--- config.mk ---
export PLATFORM = sky130hd
export DESIGN_NAME = sw_debounce
export DESIGN_NICKNAME = d
export VERILOG_FILES = /design/src/rtl/sw_pkg.sv /design/src/rtl/sw_debounce_bit.sv /design/src/rtl/sw_debounce.sv
export SDC_FILE = /design/constraint.sdc
export NUM_CORES = 1
export LEC_CHECK = 0
export ABC_AREA = 1
export BUFFER_PORTS_ARGS = -buffer_cell sky130_fd_sc_hd__buf_2
export CORE_AREA = 2 2 146 148
export DETAILED_ROUTE_END_ITERATION = 12
export DIE_AREA = 0 0 148 150
export PLACE_DENSITY_LB_ADDON = 0.1
export SETUP_SLACK_MARGIN = 0.3
export SLEW_MARGIN = 0
export SYNTH_ARGS = -nofsm -noshare
export SYNTH_HDL_FRONTEND = slang
export SYNTH_SLANG_ARGS = --single-unit
--- constraint.sdc ---
create_clock -name clk -period 1.4 [get_ports clk]
set_input_delay 0 -clock clk [delete_from_list [all_inputs] [get_ports clk]]
set_output_delay 0 -clock clk [all_outputs]
set_load 0.005 [all_outputs]
--- src/rtl/sw_pkg.sv ---
// Shared constants for the switch conditioning path in front of the
// priority encoder / seven-segment stage.
package sw_pkg;

    localparam int unsigned DEBOUNCE_CYC_HW  = 1000000;
    localparam int unsigned DEBOUNCE_CYC_SIM = 4;
    localparam int unsigned SW_WIDTH         = 8;

    // Largest debounce window the counter is sized for.
    localparam int unsigned DEBOUNCE_CYC_MAX = (1 << 24) - 1;

endpackage : sw_pkg

--- src/rtl/sw_debounce_bit.sv ---
// One switch channel: two-flop synchroniser, debounce counter, stable level
// and registered rise/fall pulses plus an unregistered update strobe.
module debounce_bit
    import sw_pkg::*;
#(
    parameter int unsigned STABLE_CYC = DEBOUNCE_CYC_HW
) (
    input  logic clk,
    input  logic rst_n,
    input  logic raw_in,
    output logic stable_out,
    output logic rise_out,
    output logic fall_out,
    output logic update_out
);

    localparam int unsigned     CNT_W    = $clog2(STABLE_CYC + 1);
    localparam logic [CNT_W-1:0] CNT_LAST = CNT_W'(STABLE_CYC - 1);

    if (STABLE_CYC == 0) begin : g_bad_zero
        $error("debounce_bit: STABLE_CYC must be at least 1");
    end
    if (STABLE_CYC > DEBOUNCE_CYC_MAX) begin : g_bad_big
        $error("debounce_bit: STABLE_CYC exceeds 2^24-1");
    end

    logic             s1_q, s1_d;
    logic             s2_q, s2_d;
    logic             stable_q, stable_d;
    logic             rise_q, rise_d;
    logic             fall_q, fall_d;
    logic [CNT_W-1:0] cnt_q, cnt_d;
    logic             update;

    // NOTE: every signal written here gets a default first, so no path leaves
    // it unassigned and no latch is inferred.
    always_comb begin
        s1_d     = raw_in;
        s2_d     = s1_q;
        stable_d = stable_q;
        cnt_d    = '0;
        rise_d   = 1'b0;
        fall_d   = 1'b0;
        update   = 1'b0;

        if (s2_q != stable_q) begin
            if (cnt_q == CNT_LAST) begin
                // Mismatch held for the full window: accept the new level.
                stable_d = s2_q;
                rise_d   = s2_q;
                fall_d   = ~s2_q;
                update   = 1'b1;
            end else begin
                cnt_d = cnt_q + CNT_W'(1);
            end
        end
    end

    // NOTE: state uses non-blocking assignments so every flop samples the
    // pre-edge values, independent of statement order.
    always_ff @(posedge clk or negedge rst_n) begin
        if (!rst_n) begin
            s1_q     <= 1'b0;
            s2_q     <= 1'b0;
            stable_q <= 1'b0;
            rise_q   <= 1'b0;
            fall_q   <= 1'b0;
            cnt_q    <= '0;
        end else begin
            s1_q     <= s1_d;
            s2_q     <= s2_d;
            stable_q <= stable_d;
            rise_q   <= rise_d;
            fall_q   <= fall_d;
            cnt_q    <= cnt_d;
        end
    end

    assign stable_out = stable_q;
    assign rise_out   = rise_q;
    assign fall_out   = fall_q;
    assign update_out = update;

endmodule : debounce_bit

--- src/rtl/sw_debounce.sv ---
// Debounced slide switches and enable switch with one-cycle edge pulses;
// all outputs are registered.
module sw_debounce
    import sw_pkg::*;
#(
    parameter int unsigned WIDTH      = SW_WIDTH,
    parameter int unsigned STABLE_CYC = DEBOUNCE_CYC_HW
) (
    input  logic             clk,
    input  logic             rst_n,
    input  logic [WIDTH-1:0] sw_in,
    input  logic             en_in,
    output logic [WIDTH-1:0] sw_out,
    output logic             en_out,
    output logic [WIDTH-1:0] rise,
    output logic [WIDTH-1:0] fall,
    output logic             changed
);

    if (STABLE_CYC == 0) begin : g_bad_zero
        $error("sw_debounce: STABLE_CYC must be at least 1");
    end

    // Channel WIDTH is the enable switch; the rest are the data switches.
    logic [WIDTH:0] raw_vec;
    logic [WIDTH:0] stable_vec;
    logic [WIDTH:0] rise_vec;
    logic [WIDTH:0] fall_vec;
    logic [WIDTH:0] update_vec;
    logic [1:0]     en_edge_unused;

    assign raw_vec = {en_in, sw_in};

    for (genvar gi = 0; gi <= WIDTH; gi++) begin : g_chan
        debounce_bit #(
            .STABLE_CYC (STABLE_CYC)
        ) u_chan (
            .clk        (clk),
            .rst_n      (rst_n),
            .raw_in     (raw_vec[gi]),
            .stable_out (stable_vec[gi]),
            .rise_out   (rise_vec[gi]),
            .fall_out   (fall_vec[gi]),
            .update_out (update_vec[gi])
        );
    end

    // The enable channel only contributes to changed.
    assign en_edge_unused = {rise_vec[WIDTH], fall_vec[WIDTH]};

    logic changed_q, changed_d;

    always_comb begin
        changed_d = |update_vec;
    end

    always_ff @(posedge clk or negedge rst_n) begin
        if (!rst_n) begin
            changed_q <= 1'b0;
        end else begin
            changed_q <= changed_d;
        end
    end

    assign sw_out  = stable_vec[WIDTH-1:0];
    assign en_out  = stable_vec[WIDTH];
    assign rise    = rise_vec[WIDTH-1:0];
    assign fall    = fall_vec[WIDTH-1:0];
    assign changed = changed_q;

endmodule : sw_debounce

# --- Word level (Yosys, flattened, before mapping) ---
# Index checks and enable logic that the tools add are counted.
totals:
  reg_bits: 224
  in_bits: 11
  word_cells: 166
  output_inout_bits: 26
op_classes:
  n_reduce_logical: 10
  n_eq_ne: 18
  add_sub_neg: 9
  bitwise_logic: 8
  muxes: 68
ops:
  columns: ["operator", "n"]
  rows:
  - ["2-to-1 mux 20 bit", 18]
  - ["adder 20 x 1 -> 20 bit (second input constant)", 9]
  - ["equality test 20 bit (second input constant)", 9]
  - ["2-to-1 mux 1 bit", 50]
  - ["AND reduction 2 bit", 9]
  - ["!= test 1 bit", 9]
  - ["OR reduction 9 bit", 1]
  - ["NOT 1 bit", 8]

# --- Longest topological paths before layout ---
logic_depth:
  word_depth: 4
  depth_mapped: 11
  mapped_depth_nobuf: 11

# --- Cells and area by module ---
# A second synthesis with hierarchy kept.
hier_totals:
  cells_unflattened: 1493
  area_unflattened_um2: 12464.5
modules_own_cells:
  columns: ["mod", "seq_area_each_um2", "area_each_um2", "cells_each", "instances"]
  rows:
  - ["debounce_bit", 625.6, 1378.8, 165, 9]
  - ["sw_debounce", 25.0, 55.1, 8, 1]

# --- Least setup slack after synthesis ---
# OpenSTA, ideal clock, no wires.
synth_path:
  path_type: "flip-flop to flip-flop"
  from: "register g_chan[4].u_chan.cnt_q[0]"
  to: "register g_chan[4].u_chan.cnt_q[18]"
  stages_incl_launch_ff: 9
  synth_period_minus_slack_ns: 1.430
  path_buffers: 1
  arrival_time_ns: 1.311
  slack_ns: -0.030
  cell_sequence: "dfrtp_1 ha_1 nand3_2 nor3_2 nand3_1 nand2_1 buf_4 nor2_1 o21a_1"
synth_between:
  elab_chain_len: 3
  elab_cells_between_ends: 4
synth_rtl:
  columns: ["item", "line", "source"]
  rows:
  - ["start, declared", "sw_debounce_bit.sv:32", "logic [CNT_W-1:0] cnt_q, cnt_d;"]
  - ["start signal, assigned", "sw_debounce_bit.sv:75", "cnt_q <= cnt_d;"]
  - ["adder 20 x 1 -> 20 bit or equality test 20 bit (tied branches)", "sw_debounce_bit.sv:54, sw_debounce_bit.sv:47", null]
  - ["2-to-1 mux 20 bit (*)", "sw_debounce_bit.sv:47", "if (cnt_q == CNT_LAST) begin"]
  - ["2-to-1 mux 20 bit (*)", "sw_debounce_bit.sv:46", "if (s2_q != stable_q) begin"]
  - ["named net g_chan[4].u_chan.cnt_d[18]", "sw_debounce_bit.sv:32", null]
# The timed path passes the listed nets; every way through them passes the cells marked *.
# A chain may end at the register's enable or synchronous reset.

# --- Worst setup path in the final report ---
layout_path:
  from: "register g_chan[4].u_chan.cnt_q[4]"
  to: "register g_chan[4].u_chan.cnt_q[18]"
# The elaborated chain is that of the path after synthesis.

==> results.cfg <==
[layout]
layout.cells.most_common = dfrtp_1
regArea_um2 = 5619
drive_above_1_share_pct = 46.69
fillCellCount = 1174
nets = 1722
layout_common_cells = dfrtp_1, nor2_1, nand2_1
stdcell_area_um2 = 17240
final_util_pct = 83.32
multi_input_area_um2 = 6872
area_delta_synth_final_pct = 51.10
diodes = 0

[sta]
fmax_mhz = 616.3
worst_pin_slew_ps = 465.3
hold_ws_ps = -7.301
finalSetupViolCount = 137
relSlewSlack_pct = 68.69
setup_slack_ps = -222.7
hold_viol = 19
report.final.slew_viol_count = 0
rsz0062_at_grt = yes
post-route-min-period_ps = 1623
min_period_over_period_pct = 115.9
clock_skew_ps = 5.850

[synthesis]
yosys_warnings = 0
synthesis.instances = 1400
synth_edf_count = 0
ys_ff_latch = 224
synth_ff_type = dfrtp_1
syn_nets = 1420
synth_cell_types = 40
syn_area_per_cell_um2 = 8.149
synth.cell_area_um2 = 11410
async_flop_share_pct = 100.0
ys_seq_area_share_pct = 49.13

[routing]
dr_total_vias = 10540
drt_iter0_drc = 487
antenna_left = 0
drtPass1Iterations = 4
drcViolationCount = 0
vias_per_cell = 5.282
wl_per_cell_um = 15.62
drt-total-wl_mm = 31.17

[pwr]
total_leakage_power_nw = 7.691
power_density_nw_per_um2 = 839.6
ir_drop_uv = 1017

[floorplanning]
start_util_pct = 55.14
die_h_um = 150
core-area_um2 = 20690
std_cell_rows = 53
die_w_um = 148
dieArea_um2 = 22200
pin_count = 37

[worst_setup_path]
critPathMaxFanout = 5
reg2reg_depth = 8
cp-end-kind = flop
worstPathRequired_ps = 1810
r2r_slack_ps = -220
rr_startpoint = g_chan[4].u_chan.cnt_q[4]
rr_endpoint = g_chan[4].u_chan.cnt_q[18]
startpoint = g_chan[4].u_chan.cnt_q[4]
arrival_ps = 2030
start_kind = flop
path_class = flop to flop

[placed_design]
numPortBuffers = 36
routabilityCongestion = 0.8757
placed_area_um2 = 13530
dp_hpwl_mm = 17.95
dp_slack_ps = -77.65

[clocking]
clk_pin_slew_ps = 60
cts_tree = done
numCtsBuffers = 26
cts_sinks = 224
htree_levels = 1
clockBufferDepth = 3
insertion_delay_ps = 520
cts-root-buf = clkbuf_16

[global_route]
grt.total_usage_pct = 24.80
grt_pass1_vias = 9997
grt_max_degree = 49
grt_pass1_wl_mm = 45.89
gr-total-overflow = 0
antenna_found_initial = 0

[status]
status = complete, but fails checks
violations = hold timing, setup timing

[job]
cap_violations = 0

[worst_hold_path]
hold_class = primary input to asynchronous set/reset pin
[power breakdown]
part	internal (mW)	switching (mW)
registers	6.57	0.107
clock network	4.24	2.61
logic	0.419	0.528
[stage by stage]
step | TNS, ps | std cells | total power [mW]
finish | -8582 | 1995 | 14.47
global route | -21400 | 1995 | 14.96
CTS | -2912 | 1933 | 14.38
detailed placement | -1741 | 1839 | 7.373
global placement | -323.7 | 1839 | 7.349
floorplan | -97.60 | 1400 | 7.014
[worst max-delay path: stages, from the launching register on]
cell and delay (ps):
dfrtp_1 410, inv_2 120, nor2_2 270, nand2_4 100, nor2_4 190, nand2_2 120, nor2_1 110, nor2_1 60
o21a_1 110
[sequential cells by signal (all words and copies together), names as in the netlist]
register / cells
changed: 1
g_chan.u_chan.stable_out: 9
g_chan.u_chan.fall_out: 8
g_chan.u_chan.s1_q: 9
g_chan.u_chan.cnt_q: 180
g_chan.u_chan.s2_q: 9
g_chan.u_chan.rise_out: 8
[layout make-up]
| class | count | area share (%) |
|---|---|---|
| multi-input cells | 960 | 39.86 |
| flip-flops and latches | 224 | 32.60 |
| repair buffers | 299 | 15.89 |
| clock buffers | 40 | 4.609 |
| inverters | 191 | 4.580 |
| well taps | 275 | 1.996 |
| clock inverters | 6 | 0.4645 |
[worst max-delay path by stage]
stage                                 end  slack [ps]
2_1_floorplan  g_chan[4].u_chan.cnt_q[18]         -20
3_3_place_gp   g_chan[8].u_chan.cnt_q[11]         -40
3_5_place_dp   g_chan[7].u_chan.cnt_q[16]         -80
4_1_cts        g_chan[4].u_chan.cnt_q[19]         -90
5_1_grt        g_chan[4].u_chan.cnt_q[18]        -320
6_report       g_chan[4].u_chan.cnt_q[18]        -220
[per-layer routing]
metal | routed length, µm | global-route usage (%) | share of wire (%)
met5 | 0 | 0 | 0
met4 | 988 | 7.000 | 3.2
met3 | 1082 | 3.018 | 3.5
met2 | 16600 | 44.95 | 53
met1 | 12500 | 31.33 | 40
[cell families (layout without fill, tap and decap cells)]
family	Yosys count	in the layout	synth area share, %
xor+xnor	47	47	3.608
buf+inv	217	536	7.995
compound gates	91	91	4.354
fa+ha+maj	9	9	0.9871
flops	224	224	49.13
simple gates	812	813	33.92
[synth_stat cells, drive strengths merged (3+ instances only)]
master  instances  area [µm²]
a21oi          46       230.2
nor2          313        1338
xnor2          14       122.6
inv           190       713.2
ha              9       112.6
nor3           76       456.7
nand4          26       168.9
and3            3       18.77
nor4            4       25.02
nand3b          5       37.54
nand3          80       498.0
o21ai          28       147.6
nand2         276        1111
o21a            3       22.52
nor3b          20       160.2
or2             7       43.80
xor2           33       289.0
a31oi           8       50.05
buf            26       195.2
dfrtp         224        5605
[timing repair]
| action | 4_1_cts | 5_1_grt |
|---|---|---|
| setup endpoints to repair | 203 | 211 |
| setup buffers | 35 | 62 |
| pin swaps | 80 | 125 |
| endpoints found under the hold margin | 233 | 0 |
| resized for setup | 239 | 282 |
| cloned | 3 | 0 |
| hold buffers | 10 | 0 |
(Power assumes the default switching activity.)
